==> src/rtl/i2c_reg_target.sv <==
// i2c_reg_target: write-only I2C target with a 16 x 9-bit register file.
//
// Each write frame is START, address byte (DEV_ADDR + W), byte1, byte2.
// - byte1 carries reg_addr[6:0] in bits 7:1 and data bit 8 in bit 0.
// - byte2 carries data bits 7:0.
// The target ACKs all three bytes, reports the write on the wr_* outputs,
// and NACKs any further bytes until STOP or START. A write to register
// 0x0F clears the whole register file.
//
// Ports:
//   i_clk, i_rst_n  system clock, asynchronous active-low reset
//   i_scl, i_sda    asynchronous I2C bus inputs, synchronized internally
//   o_sda_oen       1 = pull SDA low (ACK)
//   o_wr_valid      one-cycle pulse per accepted write
//   o_wr_addr       register address of the last accepted write
//   o_wr_data       data of the last accepted write
//   i_rd_addr       register-file read index
//   o_rd_data       combinational read data for i_rd_addr
//   o_busy          high between START and STOP
//   o_nack          one-cycle pulse for each declined byte
module i2c_reg_target #(
  parameter logic [6:0] DEV_ADDR    = 7'h1A,
  parameter int         SYNC_STAGES = 2
) (
  input  logic       i_clk,
  input  logic       i_rst_n,
  input  logic       i_scl,
  input  logic       i_sda,
  output logic       o_sda_oen,
  output logic       o_wr_valid,
  output logic [6:0] o_wr_addr,
  output logic [8:0] o_wr_data,
  input  logic [3:0] i_rd_addr,
  output logic [8:0] o_rd_data,
  output logic       o_busy,
  output logic       o_nack
);

  typedef enum logic [2:0] {
    IDLE, ADDR, ACK_A, BYTE1, ACK_1, BYTE2, ACK_2, IGNORE
  } state_t;

  state_t state, state_next;

  logic [SYNC_STAGES-1:0] scl_sync, sda_sync;
  logic       scl, sda, scl_prev, sda_prev;
  logic       scl_rise, scl_fall, start_det, stop_det;
  logic       byte_done, addr_match, commit, decline;
  logic [3:0] bit_cnt;
  logic [7:0] shift;
  logic [6:0] reg_addr;
  logic       d8;
  logic [8:0] regs [16];

  // Synchronizer chains plus one extra history flop for edge detection.
  // Everything resets to 1 (idle bus) so reset release never looks like
  // a START.
  always_ff @(posedge i_clk or negedge i_rst_n) begin
    if (!i_rst_n) begin
      scl_sync <= '1;
      sda_sync <= '1;
      scl_prev <= 1'b1;
      sda_prev <= 1'b1;
    end else begin
      scl_sync[0] <= i_scl;
      sda_sync[0] <= i_sda;
      for (int i = 1; i < SYNC_STAGES; i++) begin
        scl_sync[i] <= scl_sync[i-1];
        sda_sync[i] <= sda_sync[i-1];
      end
      scl_prev <= scl;
      sda_prev <= sda;
    end
  end

  assign scl       = scl_sync[SYNC_STAGES-1];
  assign sda       = sda_sync[SYNC_STAGES-1];
  assign scl_rise  = scl & ~scl_prev;
  assign scl_fall  = ~scl & scl_prev;
  assign start_det = scl & scl_prev & sda_prev & ~sda;
  assign stop_det  = scl & scl_prev & ~sda_prev & sda;

  // A byte is complete on the SCL fall that follows the 8th sampled bit.
  assign byte_done  = scl_fall && (bit_cnt == 4'd8);
  assign addr_match = (shift[7:1] == DEV_ADDR) && !shift[0];

  // State register.
  always_ff @(posedge i_clk or negedge i_rst_n) begin
    if (!i_rst_n) state <= IDLE;
    else          state <= state_next;
  end

  // Next-state logic. STOP and START override everything; commit and
  // decline are strobes consumed by the datapath in the same cycle.
  always_comb begin
    state_next = state;
    commit     = 1'b0;
    decline    = 1'b0;
    if (stop_det) begin
      state_next = IDLE;
    end else if (start_det) begin
      state_next = ADDR;
    end else begin
      case (state)
        ADDR: if (byte_done) begin
          if (addr_match) begin
            state_next = ACK_A;
          end else begin
            state_next = IGNORE;
            decline    = 1'b1;
          end
        end
        ACK_A:  if (scl_fall)  state_next = BYTE1;
        BYTE1:  if (byte_done) state_next = ACK_1;
        ACK_1:  if (scl_fall)  state_next = BYTE2;
        BYTE2:  if (byte_done) begin
          state_next = ACK_2;
          commit     = 1'b1;
        end
        ACK_2:  if (scl_fall)  state_next = IGNORE;
        IGNORE: if (byte_done) decline = 1'b1;
        default: state_next = IDLE;
      endcase
    end
  end

  // State-decoded outputs; the async reset forces IDLE, which releases SDA
  // without waiting for a clock edge.
  always_comb begin
    o_sda_oen = (state == ACK_A) || (state == ACK_1) || (state == ACK_2);
    o_busy    = (state != IDLE);
  end

  // Bit counter, shift register, byte latches, write strobes and the
  // register file. In IGNORE the counter also walks through the 9th (ACK)
  // clock (value 9) so every declined byte yields exactly one o_nack.
  // An address decline enters IGNORE at 8 because its 9th clock is next.
  always_ff @(posedge i_clk or negedge i_rst_n) begin
    if (!i_rst_n) begin
      bit_cnt    <= '0;
      shift      <= '0;
      reg_addr   <= '0;
      d8         <= 1'b0;
      o_nack     <= 1'b0;
      o_wr_valid <= 1'b0;
      o_wr_addr  <= '0;
      o_wr_data  <= '0;
      for (int i = 0; i < 16; i++) regs[i] <= '0;
    end else begin
      o_nack     <= decline;
      o_wr_valid <= commit;
      if (start_det || stop_det) begin
        bit_cnt <= '0;
      end else begin
        case (state)
          ADDR, BYTE1, BYTE2: begin
            if (scl_rise && bit_cnt < 4'd8) begin
              shift   <= {shift[6:0], sda};
              bit_cnt <= bit_cnt + 4'd1;
            end else if (byte_done) begin
              bit_cnt <= decline ? 4'd8 : 4'd0;
            end
          end
          IGNORE: begin
            if (scl_rise && bit_cnt < 4'd9)       bit_cnt <= bit_cnt + 4'd1;
            else if (scl_fall && bit_cnt == 4'd9) bit_cnt <= '0;
          end
          default: bit_cnt <= '0;
        endcase
      end
      if (state == BYTE1 && state_next == ACK_1) begin
        reg_addr <= shift[7:1];
        d8       <= shift[0];
      end
      if (commit) begin
        o_wr_addr <= reg_addr;
        o_wr_data <= {d8, shift};
        if (reg_addr <= 7'h0E) begin
          regs[reg_addr[3:0]] <= {d8, shift};
        end else if (reg_addr == 7'h0F) begin
          for (int i = 0; i < 16; i++) regs[i] <= '0;
        end
      end
    end
  end

  assign o_rd_data = regs[i_rd_addr];

endmodule

==> config.mk <==
export PLATFORM = sky130hd
export DESIGN_NAME = i2c_reg_target
export DESIGN_NICKNAME = d
export VERILOG_FILES = /design/src/rtl/i2c_reg_target.sv
export SDC_FILE = /design/constraint.sdc
export NUM_CORES = 1
export LEC_CHECK = 0
export ABC_AREA = 1
export CORE_ASPECT_RATIO = 1.1
export CORE_MARGIN = 4
export CORE_UTILIZATION = 40
export CTS_BUF_LIST = sky130_fd_sc_hd__clkbuf_8 sky130_fd_sc_hd__clkbuf_16
export DETAILED_ROUTE_END_ITERATION = 7
export PLACE_DENSITY_LB_ADDON = 0.05
export SYNTH_ARGS = -nofsm -noshare
export SYNTH_HDL_FRONTEND = slang
export SYNTH_SLANG_ARGS = --single-unit
==> constraint.sdc <==
create_clock -name i_clk -period 2.9 [get_ports i_clk]
set_clock_uncertainty 0.15 [all_clocks]
set_input_delay 0.58 -clock i_clk [delete_from_list [all_inputs] [get_ports i_clk]]
set_output_delay 0.58 -clock i_clk [all_outputs]
set_load 0.01 [all_outputs]
==> flow_summary.json, run 1 <==
{
  "min_period_over_period_pct": 94.78,
  "drtAntennaViolNets": 0,
  "ff2ff_path_depth": 8,
  "ios": 37,
  "via_count": 7020,
  "drv_cap": 0,
  "initial_utilization_pct": 40.62,
  "grt_pass1_wl_um": 42280,
  "die_y_um": 162.3,
  "drv_slew": 0,
  "hold_slack_ns": 0.01306,
  "first_iter_violations": 428,
  "synth_seq_area_share_pct": 55.33,
  "dpl.hpwl_um": 18300,
  "clk_latency_ns": 0.43,
  "fmax_ghz": 0.3638,
  "num_rows": 56,
  "outcome": "completed",
  "synth_cell_types": 37,
  "setup_ws_ns": 0.1515,
  "p_total_mw": 5.418,
  "syn_area_um2": 8652,
  "fin_cells": 1330,
  "syn2layout_area_growth_pct": 18.05,
  "vias_per_cell": 5.278,
  "drtPass1Iterations": 5,
  "arrival_ns": 2.02,
  "port_buffers": 36,
  "synth-seq-cells": 191,
  "cts_tree": "built",
  "layout.cells.most_common": "nand2_1",
  "grt_max_degree": 72,
  "die_area_um2": 24050,
  "maxSlewHeadroom_pct": 58.26,
  "numCtsBuffers": 17,
  "power.density_nw_per_um2": 530.5,
  "path_clk_slew_ns": 0.07,
  "cts_num_sinks": 191,
  "synth_warnings": 0,
  "cts-root-buf": "clkbuf_16",
  "end_kind": "output pin",
  "hold_viol_final": 0,
  "place_inst": 1297,
  "min_period_ns": 2.749,
  "antenna_found_initial": 0,
  "path_class": "input port to output pin",
  "fillers": 2130,
  "setup_violations": 0,
  "hold_path_class": "input port to async pin",
  "core_area_um2": 21300,
  "routedWlPerCell_um": 19.59,
  "synth_fp_nets": 978,
  "cts_max_level": 4,
  "clock_path_buffers": 2,
  "final_cell_mix": "nand2_1, o21ai_0, dfrtp_1",
  "drc": 0,
  "grt_overflow": 0,
  "tightestPinTransition_ns": 0.6243,
  "grt_pass1_vias": 7287,
  "synth_area_per_cell_um2": 8.947,
  "final_area_um2": 10210,
  "globalRouteTotalUtil_pct": 22.78,
  "fin_nets": 1039,
  "required_ns": 2.17,
  "dp_slack_ns": -0.4275,
  "die_x_um": 148.2,
  "drt_wl_total_um": 26060,
  "startpoint_type": "input port",
  "drive_gt1_share_pct": 13.08,
  "rsz0062_at_grt": "false",
  "p_leak_nw": 4.494,
  "diodes": 0,
  "cp_max_fo": 15,
  "place_area_um2": 9629,
  "syn_inst": 967,
  "vdd_drop_max_v": 0.0004042,
  "place_congestion": 0.8162
}
## registers in the layout, indices dropped and copies added (netlist names), 2 cells and up
name       count
scl_sync       2
o_wr_data      9
shift          8
bit_cnt        4
state          3
regs         144
reg_addr       7
sda_sync       2
o_wr_addr      7
## cells in the mapped netlist (all sizes together)
cell    count  area [um2]
a21oi      12       60.06
a31o        1       8.760
a31oi       2       12.51
buf         7       73.82
clkbuf     29       108.9
clkinv      2       7.510
dfrtp     185        4629
dfstp       6       157.7
ha          3       37.54
inv        69       259.0
nand2     215       844.6
nand3      30       192.7
nand4       3       25.02
nor2      101       412.9
nor3        3       26.28
o211ai     13       97.59
o21ai     248        1399
o221ai     23       201.4
o22ai      13       81.33
o31ai       1       7.510
xor2        1       8.760
## routing by layer
metal | track usage [%] | share of wire (%) | wire [um]
met2 | 38.38 | 49 | 12880
met1 | 30.63 | 45 | 11770
met5 | 0 | 0 | 0
met3 | 3.516 | 3.2 | 843
met4 | 6.636 | 2.2 | 574
## final cells by class
type | count | area [um2] | area share [%]
clock inverters | 14 | 156.4 | 1.531
multi-input cells | 669 | 3418 | 33.47
repair buffers | 78 | 795.8 | 7.791
clock buffers | 17 | 425.4 | 4.165
flip-flops and latches | 191 | 4787 | 46.87
well taps | 290 | 362.8 | 3.553
inverters | 71 | 267.8 | 2.622
## power by group
part           internal (mW)  leakage [nW]  total [mW]  switching, mW
combinational          0.127          1.56       0.360          0.232
sequential              2.67          2.65        2.69         0.0112
clock                   1.29         0.284        2.37           1.09
total                   4.09          4.49        5.42           1.33
## final timing paths
path	from	end	slack, ns
max reg2reg	bit_cnt[0]$_DFFE_PN0P_	regs[49]$_DFFE_PN0P_	0.47
min reg2reg	sda_sync[0]$_DFF_PN1_	sda_sync[1]$_DFF_PN1_	0.21
min in group i_clk	sda_sync[0]$_DFF_PN1_	sda_sync[1]$_DFF_PN1_	0.21
max	i_rd_addr[1]	o_rd_data[6]	0.15
min	i_rst_n	regs[83]$_DFFE_PN0P_	0.01
max in group asynchronous	i_rst_n	sda_sync[1]$_DFF_PN1_	1.84
## worst max-delay path, cell delays in order
cell	delay, ns
clkdlybuf4s15_1	0.23
clkinv_2	0.12
bufbuf_16	0.31
a21oi_1	0.10
o21ai_0	0.10
o211ai_1	0.15
nand3_1	0.14
nand2_1	0.13
clkbuf_2	0.15
## repair_timing
action,4_1_cts,5_1_grt
pin swaps,3,14
gates resized for setup,13,19
hold buffers,0,0
endpoints found under the setup margin,9,9
setup buffers,1,0
cloned,1,0
## through the flow
stage	setup TNS, ns	util (%)
6_report	0	47.95
4_1_cts	0	48.10
3_5_place_dp	-3.561	45.21
5_1_grt	0	47.95
3_3_place_gp	-3.227	45.21
2_1_floorplan	0	-
## cell families after synthesis
logic type | synth area share [%]
buf+inv | 5.191
simple gates | 17.35
fa+ha+maj | 0.4339
compound gates | 21.59
flops | 55.33
xor+xnor | 0.1012
Power figures use the tool's default switching activity.
==> inputs of run 2 (changes only) <==
--- a/config.mk
+++ b/config.mk
@@ -9,7 +9,6 @@
 export CORE_ASPECT_RATIO = 1.1
 export CORE_MARGIN = 4
 export CORE_UTILIZATION = 40
-export CTS_BUF_LIST = sky130_fd_sc_hd__clkbuf_8 sky130_fd_sc_hd__clkbuf_16
 export DETAILED_ROUTE_END_ITERATION = 7
 export PLACE_DENSITY_LB_ADDON = 0.05
 export SYNTH_ARGS = -nofsm -noshare
==> results of run 2 <==
Final layout, timing and power as in run 1 (identical DEF).
==> edit (config.mk and constraints of run 2) <==
Re-encode `state_t` (8 states) as one-hot, 8 bits wide.
--- a/src/rtl/i2c_reg_target.sv
+++ b/src/rtl/i2c_reg_target.sv
@@ -38,4 +38,4 @@
 
-  typedef enum logic [2:0] {
-    IDLE, ADDR, ACK_A, BYTE1, ACK_1, BYTE2, ACK_2, IGNORE
+  typedef enum logic [7:0] {
+    IDLE = 8'b00000001, ADDR = 8'b00000010, ACK_A = 8'b00000100, BYTE1 = 8'b00001000, ACK_1 = 8'b00010000, BYTE2 = 8'b00100000, ACK_2 = 8'b01000000, IGNORE = 8'b10000000
   } state_t;
Behaviour: no difference found for any inputs over 10 cycles, from zero or initial values and one cycle with i_rst_n low; not proved beyond that.
==> edit against run 2 <==
Sequential cell count grew 5. Design area grew 5.4%. Wire length grew 2.5%. Synthesized area grew 4.8%. Setup slack lost 26 ps. Sequential share of layout area shrank 1.2 points. Cell count grew 9.5%. Total power grew 3.5%. Largest cell class unchanged.
==> edit: results (changes against run 2) <==
[global_routing]
grt_max_degree=56  ; -22%
grt_pass1_vias=7456  ; +2.3%
grt_usage=0.221  ; -0.00677
grt_pass1_wl_mm=43.3  ; +2.5%

[synth]
synth_common_cells=nand2_1, dfrtp_1, o21ai_0, nor2_1, inv_1
synth_xor_area_frac=0.00193  ; +0.000920
synth_seq_area_share=0.542  ; -0.0114
synth.distinct_cells=38  ; +2.7%
syn-num-nets=1098  ; +12%
synth-adder-area-share=0.00414  ; -0.000199
synth_mux_area_frac=0  ; unchanged
yosys_warnings=0  ; unchanged
synth.area.top_cells=dfrtp_1, nand2_1, o21ai_0, nor2_1, inv_1
synth_compound_area_frac=0.177  ; -0.0386

[routing]
drt-pass1-iter-count=6  ; +1
postRouteWirelength_mm=26.7  ; +2.5%
num_vias=7633  ; +8.7%
first_iter_violations=596  ; +39%

[sta]
relSlewSlack=0.623  ; +0.0404

[power]
p_leak_nw=5.04  ; +12%
max-vdd-ir-drop_mv=0.392  ; -3.0%

[final_layout]
area_growth_syn_to_layout_pct=18.7
fin_nets=1160  ; +12%
top_regs=regs: 144 flops, o_wr_data: 9 flops
drive_above_1_share=0.113  ; -0.0180
diodes=0  ; unchanged
top_register=regs

[critical_path]
critPathMaxStageDelay_ps=550  ; +240 ps
crit_fanout=5  ; -10
cpMaxStageDelayCell=clkdlybuf4s50_1
arrival_ps=2040  ; +20 ps

[clocking]
cts_buffer_depth=2  ; unchanged
clk_latency_ps=440
cts-root-buf=clkbuf_16
htree_levels=4  ; unchanged

[place]
dp.final_hpwl_mm=19.4  ; +5.8%
place_congestion=0.893  ; +9.4%
port-buffer-count=36  ; unchanged
dpl-instance-area_sq_mm=0.0101  ; +4.4%

[hold_path]
hold_class=reg2reg

[outcome]
outcome=finished clean

-- edit: changes by cell type after synthesis, moves of 11 or more --
cell	run 2	this run
a21oi_1	12	35
o21ai_0	193	161
o22ai_1	13	30
nand2_1	208	274
inv_1	65	89
o21ai_2	12	1
nand3_1	26	48
-- edit: critical path: cells and delay by family, from the launching register on --
kind / cells / cell delay, ps
AND/OR/NAND/NOR: 4 / 550
flip-flops: 1 / 430
buffers and inverters: 2 / 620
-- edit: area by class of cell --
| cell class | instances | area [sq um] |
|---|---|---|
| clock inverter | 14 | 194 |
| multi-input combinational | 752 | 3600 |
| sequential | 196 | 4910 |
| fill | 2194 | 11400 |
| timing repair buffer | 87 | 892 |
| tap | 295 | 369 |
| inverter | 95 | 360 |
| clock buffer | 18 | 429 |
-- edit: routing by layer --
metal	part of all wire	global-route usage	vias up
met5	0	0	-
met4	0.014	0.0582	0
met3	0.039	0.0344	27
met2	0.48	0.351	175
met1	0.47	0.316	3695
li1	-	-	3736
-- edit: final timing paths --
kind	startpoint	to	slack, ps	depth (start not counted)
max in group asynchronous	i_rst_n	regs[14]	1270	3
setup / recovery	state[3]	o_sda_oen	130	6
hold reg to reg	sda_sync[0]	sda_sync[1]	210	0
hold / removal	sda_sync[0]	sda_sync[1]	210	0
min in group asynchronous	i_rst_n	regs[140]	530	2
setup reg to reg	bit_cnt[0]	regs[41]	370	12
-- edit: per-stage QoR --
step / cells / setup WS (ps)
after floorplan: 1087 / 537
after global placement: 1423 / -324
after detailed placement: 1423 / -308
after CTS: 1457 / -29.0
after global routing: 1457 / 1.69
final: 1457 / 125
-- edit: logic make-up (layout without fill, tap and decap cells) --
group	Yosys count	count (layout)
and+or+nand+nor	455	455
AOI/OAI and AO/OA	292	292
DFF	196	196
buffers and inverters	139	214
adders and majority gates	3	3
xor gates and xnor gates	2	2
-- edit: power by group --
group | internal, W | switching (W)
Sequential | 0.00274 | 0.00000363
Combinational | 0.000123 | 0.000200
Clock | 0.00139 | 0.00115
-- edit: what timing repair did --
item	4_1_cts	5_1_grt
hold endpoints to repair	51	0
buffers inserted	0	0
endpoints found under the setup margin	9	5
gates resized for setup	17	10
hold buffers	1	0
cloned	1	0
